--- src/rtl/ex_muldiv_stage_pkg.sv ---
// ex_pkg: op-code map, engine FSM encoding and op classification shared by
// the execute stage and its iterative MUL/DIV engine.
package ex_pkg;

   localparam logic [3:0] OP_ADD = 4'd0;
   localparam logic [3:0] OP_SUB = 4'd1;
   localparam logic [3:0] OP_AND = 4'd2;
   localparam logic [3:0] OP_OR  = 4'd3;
   localparam logic [3:0] OP_XOR = 4'd4;
   localparam logic [3:0] OP_SLT = 4'd5;
   localparam logic [3:0] OP_SLL = 4'd6;
   localparam logic [3:0] OP_SRL = 4'd7;
   localparam logic [3:0] OP_MUL = 4'd8;
   localparam logic [3:0] OP_DIV = 4'd9;

   typedef enum logic [1:0] {
      IDLE = 2'd0,
      BUSY = 2'd1,
      DONE = 2'd2
   } state_t;

   // True for ops that run on the iterative engine and stall the pipeline.
   function automatic logic is_multicycle(input logic [3:0] op);
      return (op == OP_MUL) || (op == OP_DIV);
   endfunction

endpackage

--- src/rtl/ex_muldiv_stage_muldiv_iter.sv ---
// muldiv_iter: iterative unsigned shift-add multiplier / restoring divider.
// One iteration per clock, WIDTH iterations per op, then one DONE cycle.
// MULDIV_HI_EN: when defined the full 2*WIDTH product and the remainder are
// exposed; otherwise the multiplier keeps only the low product word.
module muldiv_iter
   import ex_pkg::*;
#(
   parameter int WIDTH = 16
) (
   input  logic             clk,
   input  logic             rst_n,
   input  logic             start,
   input  logic             flush,
   input  logic             mode,       // 1 = divide, 0 = multiply
   input  logic [WIDTH-1:0] op_a,
   input  logic [WIDTH-1:0] op_b,
   output logic             busy,
   output logic             done,
   output logic [WIDTH-1:0] quotient,
   output logic [WIDTH-1:0] product
`ifdef MULDIV_HI_EN
   ,
   output logic [WIDTH-1:0] product_hi,
   output logic [WIDTH-1:0] remainder
`endif
);

   localparam int               CNT_W    = $clog2(WIDTH);
   localparam logic [CNT_W-1:0] CNT_LAST = CNT_W'(WIDTH - 1);

   state_t           state_r;
   logic [CNT_W-1:0] cnt_r;
   logic             mode_r;
   logic [WIDTH-1:0] a_r;      // multiplier / dividend shifting into quotient
   logic [WIDTH-1:0] b_r;      // multiplicand / divisor
   logic [WIDTH-1:0] acc_r;    // product accumulator / partial remainder

   logic [WIDTH-1:0] a_nx_s;
   logic [WIDTH-1:0] b_nx_s;
   logic [WIDTH-1:0] acc_nx_s;
   logic [WIDTH:0]   rem_sh_s;
   logic [WIDTH-1:0] diff_s;
`ifdef MULDIV_HI_EN
   logic [WIDTH:0]   sum_s;
`else
   logic [WIDTH-1:0] sum_s;
`endif

   // Next-iteration datapath; a zero divisor naturally yields all-ones/dividend.
   always_comb begin
      a_nx_s   = a_r;
      b_nx_s   = b_r;
      acc_nx_s = acc_r;
      rem_sh_s = {acc_r, a_r[WIDTH-1]};
      diff_s   = rem_sh_s[WIDTH-1:0] - b_r;
`ifdef MULDIV_HI_EN
      sum_s    = {1'b0, acc_r} + {1'b0, (a_r[0] ? b_r : {WIDTH{1'b0}})};
`else
      sum_s    = acc_r + (a_r[0] ? b_r : {WIDTH{1'b0}});
`endif
      if (mode_r) begin
         if (rem_sh_s >= {1'b0, b_r}) begin
            acc_nx_s = diff_s;
            a_nx_s   = {a_r[WIDTH-2:0], 1'b1};
         end else begin
            acc_nx_s = rem_sh_s[WIDTH-1:0];
            a_nx_s   = {a_r[WIDTH-2:0], 1'b0};
         end
      end else begin
`ifdef MULDIV_HI_EN
         acc_nx_s = sum_s[WIDTH:1];
         a_nx_s   = {sum_s[0], a_r[WIDTH-1:1]};
`else
         acc_nx_s = sum_s;
         a_nx_s   = {1'b0, a_r[WIDTH-1:1]};
         b_nx_s   = {b_r[WIDTH-2:0], 1'b0};
`endif
      end
   end

   // Engine FSM: latch operands on start, iterate WIDTH times, one DONE cycle.
   always_ff @(posedge clk or negedge rst_n) begin
      if (!rst_n) begin
         state_r <= IDLE;
         cnt_r   <= {CNT_W{1'b0}};
         mode_r  <= 1'b0;
         a_r     <= {WIDTH{1'b0}};
         b_r     <= {WIDTH{1'b0}};
         acc_r   <= {WIDTH{1'b0}};
      end else if (flush) begin
         state_r <= IDLE;
         cnt_r   <= {CNT_W{1'b0}};
      end else begin
         case (state_r)
            IDLE: begin
               if (start) begin
                  state_r <= BUSY;
                  cnt_r   <= {CNT_W{1'b0}};
                  mode_r  <= mode;
                  a_r     <= op_a;
                  b_r     <= op_b;
                  acc_r   <= {WIDTH{1'b0}};
               end
            end
            BUSY: begin
               a_r   <= a_nx_s;
               b_r   <= b_nx_s;
               acc_r <= acc_nx_s;
               cnt_r <= cnt_r + CNT_W'(1);
               if (cnt_r == CNT_LAST) begin
                  state_r <= DONE;
               end
            end
            DONE:    state_r <= IDLE;
            default: state_r <= IDLE;
         endcase
      end
   end

   assign busy     = (state_r == BUSY);
   assign done     = (state_r == DONE);
   assign quotient = a_r;
`ifdef MULDIV_HI_EN
   assign product    = a_r;
   assign product_hi = acc_r;
   assign remainder  = acc_r;
`else
   assign product    = acc_r;
`endif

endmodule

--- src/rtl/ex_muldiv_stage.sv ---
// ex_muldiv_stage: execute stage with single-cycle ALU and an iterative
// MUL/DIV engine. Freze stalls IF/ID and ID/EX while the engine is busy.
// MULDIV_HI_EN: when defined adds result_hi (high product / remainder).
module ex_muldiv_stage
   import ex_pkg::*;
#(
   parameter int WIDTH = 16,
   parameter int OP_W  = 4
) (
   input  logic             clk,
   input  logic             rest,
   input  logic             flush,
   input  logic             op_valid,
   input  logic [OP_W-1:0]  alu_op,
   input  logic [WIDTH-1:0] src_a,
   input  logic [WIDTH-1:0] src_b,
   input  logic [WIDTH-1:0] rd_in,
   output logic             Freze,
   output logic [WIDTH-1:0] result,
   output logic [WIDTH-1:0] rd_out,
   output logic             result_valid,
   output logic             div_by_zero
`ifdef MULDIV_HI_EN
   ,
   output logic [WIDTH-1:0] result_hi
`endif
);

   logic             eng_busy_s;
   logic             eng_done_s;
   logic             idle_s;
   logic             start_s;
   logic             single_s;
   logic [WIDTH-1:0] quot_s;
   logic [WIDTH-1:0] prod_s;
   logic [WIDTH-1:0] alu_res_s;
   logic [WIDTH-1:0] rd_r;
   logic             div_r;
   logic             dz_r;
`ifdef MULDIV_HI_EN
   logic [WIDTH-1:0] prod_hi_s;
   logic [WIDTH-1:0] rem_s;
`endif

   assign idle_s   = !eng_busy_s && !eng_done_s;
   assign start_s  = rest && op_valid && !flush && idle_s && is_multicycle(alu_op);
   assign single_s = rest && op_valid && !flush && idle_s && !is_multicycle(alu_op);
   // Stall must rise in the same cycle the MUL/DIV is presented.
   assign Freze    = start_s || eng_busy_s;

   muldiv_iter #(
      .WIDTH (WIDTH)
   ) u_muldiv_iter (
      .clk        (clk),
      .rst_n      (rest),
      .start      (start_s),
      .flush      (flush),
      .mode       (alu_op == OP_DIV),
      .op_a       (src_a),
      .op_b       (src_b),
      .busy       (eng_busy_s),
      .done       (eng_done_s),
      .quotient   (quot_s),
      .product    (prod_s)
`ifdef MULDIV_HI_EN
      ,
      .product_hi (prod_hi_s),
      .remainder  (rem_s)
`endif
   );

   // Single-cycle ALU.
   always_comb begin
      alu_res_s = {WIDTH{1'b0}};
      case (alu_op)
         OP_ADD:  alu_res_s = src_a + src_b;
         OP_SUB:  alu_res_s = src_a - src_b;
         OP_AND:  alu_res_s = src_a & src_b;
         OP_OR:   alu_res_s = src_a | src_b;
         OP_XOR:  alu_res_s = src_a ^ src_b;
         OP_SLT:  alu_res_s = {{(WIDTH-1){1'b0}}, ($signed(src_a) < $signed(src_b))};
         OP_SLL:  alu_res_s = src_a << src_b[3:0];
         OP_SRL:  alu_res_s = src_a >> src_b[3:0];
         default: alu_res_s = {WIDTH{1'b0}};
      endcase
   end

   // Remember tag, kind and divide-by-zero of the op handed to the engine.
   always_ff @(posedge clk or negedge rest) begin
      if (!rest) begin
         rd_r  <= {WIDTH{1'b0}};
         div_r <= 1'b0;
         dz_r  <= 1'b0;
      end else if (start_s) begin
         rd_r  <= rd_in;
         div_r <= (alu_op == OP_DIV);
         dz_r  <= (alu_op == OP_DIV) && (src_b == {WIDTH{1'b0}});
      end
   end

   // Output register: flush squashes, engine completion, else ALU result.
   always_ff @(posedge clk or negedge rest) begin
      if (!rest) begin
         result       <= {WIDTH{1'b0}};
         rd_out       <= {WIDTH{1'b0}};
         result_valid <= 1'b0;
         div_by_zero  <= 1'b0;
`ifdef MULDIV_HI_EN
         result_hi    <= {WIDTH{1'b0}};
`endif
      end else if (flush) begin
         result_valid <= 1'b0;
      end else if (eng_done_s) begin
         result       <= div_r ? quot_s : prod_s;
         rd_out       <= rd_r;
         result_valid <= 1'b1;
         div_by_zero  <= dz_r;
`ifdef MULDIV_HI_EN
         result_hi    <= div_r ? rem_s : prod_hi_s;
`endif
      end else if (single_s) begin
         result       <= alu_res_s;
         rd_out       <= rd_in;
         result_valid <= 1'b1;
         div_by_zero  <= 1'b0;
`ifdef MULDIV_HI_EN
         result_hi    <= {WIDTH{1'b0}};
`endif
      end else begin
         result_valid <= 1'b0;
      end
   end

endmodule

--- config.mk ---
export PLATFORM = sky130hd
export DESIGN_NAME = ex_muldiv_stage
export DESIGN_NICKNAME = d
export VERILOG_FILES = /design/src/rtl/ex_muldiv_stage_pkg.sv /design/src/rtl/ex_muldiv_stage_muldiv_iter.sv /design/src/rtl/ex_muldiv_stage.sv
export SDC_FILE = /design/constraint.sdc
export NUM_CORES = 1
export LEC_CHECK = 0
export ABC_CLOCK_PERIOD_IN_PS = 3670
export CORE_ASPECT_RATIO = 1.4
export CORE_MARGIN = 5
export CORE_UTILIZATION = 45
export DETAILED_ROUTE_END_ITERATION = 7
export DONT_BUFFER_PORTS = 1
export SLEW_MARGIN = 0
export SYNTH_ARGS = -nofsm -noshare
export SYNTH_HDL_FRONTEND = slang
export SYNTH_SLANG_ARGS = --single-unit
export TNS_END_PERCENT = 20
--- constraint.sdc ---
create_clock -name clk -period 3.67 [get_ports clk]
set_input_delay 0.734 -clock clk [delete_from_list [all_inputs] [get_ports clk]]
set_output_delay 0.734 -clock clk [all_outputs]
set_load 0.02 [all_outputs]
### Word-level counts from Yosys, hierarchy flattened

Cells that the tools add are included.

| cells by class | value |
|---|---|
| add/sub/neg operators | 5 |
| multiply operators | 0 |
| div/mod/pow operators | 0 |
| order comparisons | 2 |
| eq/ne operators | 16 |
| shift operators | 2 |
| mux-type cells | 30 |
| bitwise gates (word level) | 4 |
| reduce and logical (&&, ||, !) cells | 25 |

Operators with widths:

| kind | number |
|---|---|
| $mux 16 | 13 |
| $pmux 16 s8 | 1 |
| $pmux 16 s2 | 3 |
| $add 16x16->16 | 2 |
| $sub 16x16->16 | 2 |
| $ge 17x16->1 | 1 |
| $and 16x16->16 | 1 |
| $eq 4x3->1 const B | 4 |
| $logic_not 16->1 | 1 |
| $lt 16x16->1 | 1 |
| $or 16x16->16 | 1 |
| $shl 16x4->16 | 1 |
| $shr 16x4->16 | 1 |
| $xor 16x16->16 | 1 |
| $eq 4x4->1 const B | 3 |
| $eq 4x2->1 const B | 2 |
| $mux 4 | 2 |
| $pmux 4 s2 | 1 |
| $logic_and 1x1->1 | 7 |
| $mux 1 | 6 |
| $mux 2 | 3 |
| $reduce_and 2->1 | 3 |
| $reduce_and 3->1 | 2 |
| $add 4x1->4 const B | 1 |
| other kinds (15) | 21 |

| storage, ports and cells | value |
|---|---|
| register bits after elaboration | 107 |
| latch bits | 0 |
| RAM bits | 0 |
| memory bits (read-only) | 0 |
| bits of input ports | 56 |
| logic and storage cells | 97 |
| memories kept | 0 |

### Depth between registers and ports, before layout

Gate-level depths: netlist of run 1.

| depth | value |
|---|---|
| depth after elaboration | 8 |
| mapped depth | 13 |
| mapped depth without buffers | 12 |

### Modules after synthesis

Synthesis of run 1 repeated with hierarchy kept, for this count alone.

| second synthesis, totals | value |
|---|---|
| cells, all modules | 1385 |
| area, all modules | 11212.0 um2 |

By module, submodules not included:

| module | times used | cells an instance | area an instance (um2) |
|---|---|---|---|
| ex_muldiv_stage | 1 | 868 | 6837.8 |
| muldiv_iter | 1 | 517 | 4374.2 |

### Worst setup path after synthesis of run 1

OpenSTA, ideal clock, no wires.

| path | value |
|---|---|
| path type | in2reg |
| start point | input port src_b[2] |
| end point | register result[15] |
| library setup time | 0.122 ns |
| arrival | 3.663 ns |
| slack | -0.115 ns |
| stages | 12 |
| cell sequence | inv_1 -> clkbuf_1 -> clkbuf_1 -> ha_1 -> buf_2 -> or4_1 -> a21oi_1 -> o31a_1 -> a31o_2 -> a21oi_1 -> o311a_1 -> a2111oi_1 |

| on the way | value |
|---|---|
| cells in the longest elaborated chain, start to end | 4 |
| elaborated cells between the ends (all ways) | 7 |

Ends and longest elaborated chain:

| item | line | RTL |
|---|---|---|
| from (decl) | ex_muldiv_stage.sv:16 | `input logic [WIDTH-1:0] src_b,` |
| $sub 16x16->16, or another cell as far along | ex_muldiv_stage.sv:77 | `OP_SUB: alu_res_s = src_a - src_b;` |
| $pmux 16 s8 (*) | ex_muldiv_stage.sv:75 | `case (alu_op)` |
| $mux 16 (*) | ex_muldiv_stage.sv:121 | `end else if (single_s) begin` |
| $mux 16 (*) | ex_muldiv_stage.sv:113 | `end else if (eng_done_s) begin` |
| to (signal assigned) | ex_muldiv_stage.sv:104 | `result <= {WIDTH{1'b0}};` |
| to (signal assigned) | ex_muldiv_stage.sv:114 | `result <= div_r ? quot_s : prod_s;` |
| to (signal assigned) | ex_muldiv_stage.sv:122 | `result <= alu_res_s;` |
| to (decl) | ex_muldiv_stage.sv:19 | `output logic [WIDTH-1:0] result,` |

Mark *: on every way between the ends. The rest lies on a longest branch, timed or not. The select of a mux whose other input is x is not followed.
A chain may end at the register's enable or synchronous reset.

### Worst setup path after layout of run 1

| path | value |
|---|---|
| start point | register u_muldiv_iter.b_r[0] |
| end point | register u_muldiv_iter.acc_r[14], in the netlist u_muldiv_iter.product[14] |

| on the way | value |
|---|---|
| cells in the longest elaborated chain, start to end | 4 |
| elaborated cells between the ends (all ways) | 7 |

Ends and longest elaborated chain:

| item | line | RTL |
|---|---|---|
| from (decl) | ex_muldiv_stage_muldiv_iter.sv:35 | `logic [WIDTH-1:0] b_r;` |
| from (signal assigned) | ex_muldiv_stage_muldiv_iter.sv:88 | `b_r <= {WIDTH{1'b0}};` |
| from (signal assigned) | ex_muldiv_stage_muldiv_iter.sv:101 | `b_r <= op_b;` |
| from (signal assigned) | ex_muldiv_stage_muldiv_iter.sv:107 | `b_r <= b_nx_s;` |
| $mux 16, or another cell as far along | ex_muldiv_stage_muldiv_iter.sv:59 | `sum_s = acc_r + (a_r[0] ? b_r : {WIDTH{1'b0}});` |
| $add 16x16->16 or $mux 16 (tied branches) | ex_muldiv_stage_muldiv_iter.sv:59, ex_muldiv_stage_muldiv_iter.sv:62 |  |
| $mux 16 (*) | ex_muldiv_stage_muldiv_iter.sv:61 | `if (mode_r) begin` |
| $pmux 16 s2 (*) | ex_muldiv_stage_muldiv_iter.sv:94 | `case (state_r)` |
| to (signal assigned) | ex_muldiv_stage_muldiv_iter.sv:89 | `acc_r <= {WIDTH{1'b0}};` |
| to (signal assigned) | ex_muldiv_stage_muldiv_iter.sv:102 | `acc_r <= {WIDTH{1'b0}};` |
| to (signal assigned) | ex_muldiv_stage_muldiv_iter.sv:108 | `acc_r <= acc_nx_s;` |
| to (decl) | ex_muldiv_stage_muldiv_iter.sv:36 | `logic [WIDTH-1:0] acc_r;` |

Mark *: on every way between the ends. The rest lies on a longest branch, timed or not.

==> metrics.md, run 1 <==
| Metric | Value |
|---|---|
| Leakage power | 4.92 nW |
| Remaining antenna violation count | 0 |
| Hold Buf Count CTS | 0 |
| Slew @ Worst Pin | 0.876 ns |
| Hold WC Path Type | input pin to async pin |
| Post-synth cell types | 85 |
| I/O pin count | 91 |
| # rows | 66 |
| Power Dens Cells | 561 nW/µm² |
| Post-Synth Simple-Gate Area | 0.158 |
| F_max | 297 MHz |
| Nets | 1372 |
| Worst-path maximum fanout | 4 |
| Post-DR vias/cell | 6.18 |
| NetSw | 2.90 mW |
| Die X | 139 µm |
| Post-Syn Instances | 1254 |
| H-tree depth | 3 |
| CP required | 3.93 ns |
| Core area | 23100 µm² |
| Post-synth top area cell | dfrtp_1 |
| Post-synthesis mux area share | 0.152 |
| First-pass GRT wire length | 55200 µm |
| Port bufs | 0 |
| Post-CTS sizing | 0 |
| Clock sink count | 107 |
| Final min period | 3.37 ns |
| DIE AREA | 26500 µm² |
| CTS buffer count | 9 |
| Vias in the first global route | 9278 |
| Layout area overhead | 5.98% |
| Initial Util | 0.453 |
| Final hold violations | 0 |
| Die Ht | 191 µm |
| Avg Inst Size Synth | 8.36 µm² |
| Yosys warnings | 0 |
| Worst slew margin | 0.416 |
| GRT Overall Usage | 0.266 |
| # DRC | 0 |
| Run status | complete, no violations |
| Adder-Cell Fraction of Synth Area | 0.120 |
| Clock share of power | 0.160 |
| 1st-iter DRT viols | 667 |
| Hpwl dp | 27500 µm |
| Final worst clock skew | 0.00920 ns |
| Mapped Area | 10500 µm² |
| CP Class | register to register |
| Internal power | 3.33 mW |
| Setup Buffers After CTS | 0 |
| Synthesized flop and latch total | 107 |
| Vias | 9448 |
| CTS Root Buffer Type | clkbuf_16 |
| DR pass1 iterations | 8 |
| Combinational Power Share | 0.471 |
| Initial antenna violation count | 0 |
| Clock tree from TritonCTS | yes |
| Synth top area cells | dfrtp_1 (26%), ha_1 (11%), mux2i_1 (8.9%) |
| Type of origin of the critical path | register |
| Largest net degree at the start of global routing | 109 |
| Switching Fraction | 0.466 |
| Syn nets | 1408 |
| TNS Setup | 0 ns |
| Ratio of cells with drive above 1 in the final layout | 0.0957 |
| CTS clk-pin slew, worst paths | 0.08 ns |
| Ant diodes | 0 |
| Number of flops mapped to enable cells by yosys | 0 |
| CTS max path bufs | 2 |
| Post-synthesis sequential area ratio | 0.255 |
| Post-Synth XOR/XNOR Area | 0.0242 |
| Largest family of logic cells by synthesized area | compound AO/OA/AOI/OAI gates |
| Total gr overflow | 0 |
| Synth top area share | 0.255 |
| Fin. max-slew vios | 0 |
| Peak supply drop | 257 µV |
| Gpl congestion | 1.02 |
| Async set-or-reset flop fraction in the synthesized netlist | 1.00 |
| Most used DFF post-synth | dfrtp_1 |
| Compound-Gate Fraction of Synth Area | 0.234 |
| Clk_lat worst skew | 0.36 ns |
| Wirelength, routed | 35900 µm |
| CP arrival | 3.63 ns |
| Max_cap viols | 0 |
| Unrepaired setup endpoints after global routing | false |
| Routed WL per cell | 23.5 µm |
| Final setup violation count | 0 |
| Flop pwr share | 0.369 |
| Tcrit/Tclk final | 0.919 |
| Crit. End Element | register |
| Total design power | 6.23 mW |
## path summary, 6_finish.rpt
path	from	endpoint	cells after the start	slack, ns
max	u_muldiv_iter.b_r[0]	u_muldiv_iter.product[14]	11	0.30
min	rest	rd_out[4]	0	0.06
max reg2reg	u_muldiv_iter.b_r[0]	u_muldiv_iter.product[14]	11	0.30
min reg2reg	dz_r	dz_r	2	0.50
max in group asynchronous	rest	u_muldiv_iter.product[5]	0	3.35
min in group clk	flush	u_muldiv_iter.state_r[1]	1	0.43
## flip-flops by register name, indices dropped and copies added (netlist names)
register and count:
result 16, u_muldiv_iter.state_r 2, u_muldiv_iter.product 16, div_r 1, rd_out 16, u_muldiv_iter.mode_r 1, u_muldiv_iter.b_r 16, result_valid 1
div_by_zero 1, dz_r 1, u_muldiv_iter.cnt_r 4, u_muldiv_iter.quotient 16, rd_r 16
## power groups by stage
stage	combinational, mW	sequential [mW]	clock [mW]
3_5_place_dp	2.92	2.33	0
2_1_floorplan	2.33	2.08	0
6_report	2.93	2.30	0.996
3_3_place_gp	2.89	2.32	0
4_1_cts	2.93	2.31	1.02
5_1_grt	3.29	2.35	1.06
## layout make-up
class,instances,area (µm²)
fill,2292,12000
multi-input combinational,995,7240
sequential,107,2680
tap,306,383
inverter,77,289
clock buffer,10,239
timing repair buffer,28,210
clock inverter,6,67.6
## synth_stat cells (15+ instances only)
| library cell | instances |
|---|---|
| a211oi_1 | 17 |
| a21o_1 | 18 |
| a21oi_1 | 88 |
| and2_1 | 17 |
| buf_2 | 16 |
| clkbuf_1 | 49 |
| dfrtp_1 | 107 |
| ha_1 | 94 |
| inv_1 | 74 |
| mux2_2 | 29 |
| mux2i_1 | 93 |
| mux4_2 | 15 |
| nand2_1 | 117 |
| nand3_1 | 17 |
| nor2_1 | 99 |
| nor3_1 | 24 |
| o21ai_0 | 115 |
| xnor2_1 | 17 |
## stage by stage
step / std cells / instance area, µm² / setup slack [ns] / utilization / hold slack (ns)
global placement: 1513 / 10800 / 0.260 / 0.467 / 0.441
detailed placement: 1513 / 10800 / 0.249 / 0.467 / 0.440
floorplan: 1254 / 10500 / 0.0219 / - / 0.438
finish: 1529 / 11100 / 0.299 / 0.480 / 0.0577
CTS: 1529 / 11100 / 0.322 / 0.480 / 0.0404
global route: 1529 / 11100 / 0.198 / 0.480 / 0.0409
## layout by cell type (no fill, tap or decap), types with 10 or more instances in the layout
master	instances
a211oi_1	17
xnor2_1	17
o21ai_0	115
buf_4	28
dfrtp_1	107
mux4_2	15
nor3_1	23
nand2b_1	11
xor2_1	12
mux2_2	29
ha_1	92
nand2_1	117
nor2_1	99
a31oi_1	10
o211ai_1	14
nand3_1	17
inv_1	74
a21o_1	18
and2_1	17
mux2i_1	93
a21oi_1	88
a22oi_1	12
## metal layers
layer  vias to the layer above  global-route usage  share of wire  routed length [µm]
met5                         -                   0              0                   0
met4                         0               0.156          0.064                2300
met3                        97              0.0339          0.049                1760
met2                       306               0.468           0.50               17900
met1                      4559               0.310           0.39               13900
li1                       4486                   -              -                   -
## cells by family after synthesis
family	count (synthesis)
and+or+nand+nor	351
buffers and inverters	152
DFF	107
AOI/OAI and AO/OA	380
muxes	137
xor gates and xnor gates	29
adders and majority gates	98
## critical path, cell delays in order (launching register included)
cell	delay [ns]
dfrtp_1	0.43
and2_1	0.18
ha_1	0.23
fa_1	0.46
a211o_1	0.33
a21oi_1	0.17
o21ai_0	0.14
a221oi_1	0.47
o21ai_0	0.26
a31oi_1	0.25
xor2_1	0.09
o311ai_0	0.26
(Power assumes the default switching activity.)
==> run 2: changes to the inputs <==
--- a/config.mk
+++ b/config.mk
@@ -7,10 +7,10 @@
 export LEC_CHECK = 0
 export ABC_CLOCK_PERIOD_IN_PS = 3670
 export CORE_ASPECT_RATIO = 1.4
-export CORE_MARGIN = 5
 export CORE_UTILIZATION = 45
 export DETAILED_ROUTE_END_ITERATION = 7
 export DONT_BUFFER_PORTS = 1
+export SKIP_LAST_GASP = 1
 export SLEW_MARGIN = 0
 export SYNTH_ARGS = -nofsm -noshare
 export SYNTH_HDL_FRONTEND = slang
==> run 2 against run 1 <==
  * Combinational power up 1%
  * Clock skew decreased by 0.00068 ns
  * Power grew 0.75%
  * Largest cell class unchanged
  * Routed wire length is 0.61% higher
  * Sequential power about the same
  * Clock power grew 4%
  * Die area fell by 9.7%
==> metrics.md, run 2 (same netlist as run 1, synthesis figures left out) <==
| Metric | Value |
|---|---|
| Run status | complete, no violations (unchanged) |
| Leakage power | 4.90 nW (was 4.92 nW) |
| # DRC | 0 (unchanged) |
| Die Ht | 183 µm (was 191 µm) |
| Remaining antenna violation count | 0 (unchanged) |
| Clk_lat worst skew | 0.38 ns (was 0.36 ns) |
| Placed cells | 1504 (was 1513) |
| H-tree depth | 3 (unchanged) |
| Final setup violation count | 0 (unchanged) |
| Worst slew margin | 0.372 (was 0.416) |
| Total gr overflow | 0 (unchanged) |
| Layout Utilization | 0.488 (was 0.480) |
| Max_cap viols | 0 (unchanged) |
| Initial Util | 0.462 (was 0.453) |
| CTS max path bufs | 2 (unchanged) |
| Clock tree from TritonCTS | yes (unchanged) |
| Gpl congestion | 1.01 (was 1.02) |
| Design area | 11100 µm² (about the same) |
| CTS Root Buffer Type | clkbuf_16 (unchanged) |
| F_max | 297 MHz (about the same) |
| DR pass1 iterations | 7 (was 8) |
| Setup ws final | 0.300 ns (was 0.299 ns) |
| Port bufs | 0 (unchanged) |
| Initial antenna violation count | 0 (unchanged) |
| Vias | 9645 (was 9448) |
| Ratio of cells with drive above 1 in the final layout | 0.0927 (was 0.0957) |
| Power Dens Cells | 567 nW/µm² (was 561 nW/µm²) |
| Hold WC Path Type | input pin to async pin (unchanged) |
| GRT Overall Usage | 0.312 (was 0.266) |
| DIE AREA | 23900 µm² (was 26500 µm²) |
| Tcrit/Tclk final | 0.918 (was 0.919) |
| 1st-iter DRT viols | 715 (was 667) |
| Slew @ Worst Pin | 0.935 ns (was 0.876 ns) |
| CP arrival | 3.63 ns (about the same) |
| Wirelength, routed | 36100 µm (was 35900 µm) |
| Crit. End Element | register (unchanged) |
| Commonest non-fill, non-tap cells in the layout | nand2_1 (117), o21ai_0 (115), dfrtp_1 (107) (unchanged) |
| # rows | 65 (was 66) |
| Most common cell after layout, fill and taps aside | nand2_1 (unchanged) |
| Ant diodes | 0 (unchanged) |
| Nets | 1368 (was 1372) |
| CTS clk-pin slew, worst paths | 0.08 ns (about the same) |
| Hold Buf Count CTS | 0 (unchanged) |
| Clock sink count | 107 (unchanged) |
| Post-CTS sizing | 0 (unchanged) |
| Post-DR vias/cell | 6.35 (was 6.18) |
| Final worst clock skew | 0.00851 ns (was 0.00920 ns) |
| Largest net degree at the start of global routing | 109 (unchanged) |
| Routed WL per cell | 23.7 µm (was 23.5 µm) |
| Setup Buffers After CTS | 0 (unchanged) |
| Setup WS pre-CTS | 0.251 ns (was 0.249 ns) |
| DP Area | 10800 µm² (about the same) |
| Final hold violations | 0 (unchanged) |
| First-pass GRT wire length | 55500 µm (was 55200 µm) |
| Peak supply drop | 286 µV (was 257 µV) |
| CP Class | register to register (unchanged) |
| Type of origin of the critical path | register (unchanged) |
| Die X | 131 µm (was 139 µm) |
| Hpwl dp | 27000 µm (was 27500 µm) |
| Worst-path maximum fanout | 4 (unchanged) |
| Final min period | 3.37 ns (about the same) |
| Vias in the first global route | 9400 (was 9278) |
| Fin. max-slew vios | 0 (unchanged) |
| TNS Setup | 0 ns (unchanged) |
| I/O pin count | 91 (unchanged) |
| CTS buffer count | 9 (unchanged) |
| Layout area overhead | 5.65% (was 5.98%) |
| Core area | 22700 µm² (was 23100 µm²) |
| CP required | 3.93 ns (about the same) |
| Unrepaired setup endpoints after global routing | false (unchanged) |
| Non-Filler Instances | 1520 (was 1529) |
| Worst reg2reg setup slack | 0.30 ns (about the same) |
run 2: cell types whose count changed in the layout (fill, tap and decap cells not counted), sizes merged:
cell / change
inv: +1
clkinvlp: +1
clkinv: -1
clkbuf: -1
buf: -4
run 2: layout make-up:
class | instances | area, µm²
clock buffer | 9 | 225
inverter | 77 | 289
clock inverter | 7 | 82.6
sequential | 107 | 2680
tap | 301 | 377
timing repair buffer | 24 | 180
multi-input combinational | 995 | 7240
fill | 2191 | 11600
run 2: final timing paths:
check,to,cells after the start,startpoint
max in group asynchronous,u_muldiv_iter.product[6],0,rest
min reg2reg,rd_r[13],1,rd_r[13]
min,rd_out[2],0,rest
max reg2reg,u_muldiv_iter.product[14],11,u_muldiv_iter.b_r[0]
max,u_muldiv_iter.product[14],11,u_muldiv_iter.b_r[0]
min in group clk,u_muldiv_iter.cnt_r[2],1,flush
run 2: critical path, stage by stage (launching register included):
cell      delay, ns
dfrtp_1        0.42
and2_1         0.17
ha_1           0.22
fa_1           0.47
a211o_1        0.33
a21oi_1        0.16
o21ai_0        0.15
a221oi_1       0.46
o21ai_0        0.24
a31oi_1        0.24
xor2_1         0.09
o311ai_0       0.30
run 2: power breakdown:
group	internal [mW]	switching (mW)	total, mW
logic	1.23	1.74	2.97
registers	1.60	0.676	2.28
clock network	0.489	0.547	1.04
total	3.32	2.96	6.28
run 2: per-stage QoR:
step / hold WS, ns / total power [mW]
final: 0.0378 / 6.28
after global routing: 0.0224 / 6.74
after CTS: 0.0258 / 6.27
after detailed placement: 0.440 / 5.23
after global placement: 0.440 / 5.19
after floorplan: 0.438 / 4.41
run 2: metal layers:
metal  vias to the layer above  GRT usage  wire, µm
li1                       4484          -         -
met1                      4687      0.360     13800
met2                       343      0.507     17400
met3                       131     0.0721      2310
met4                         0      0.214      2590
met5                         -          0         0
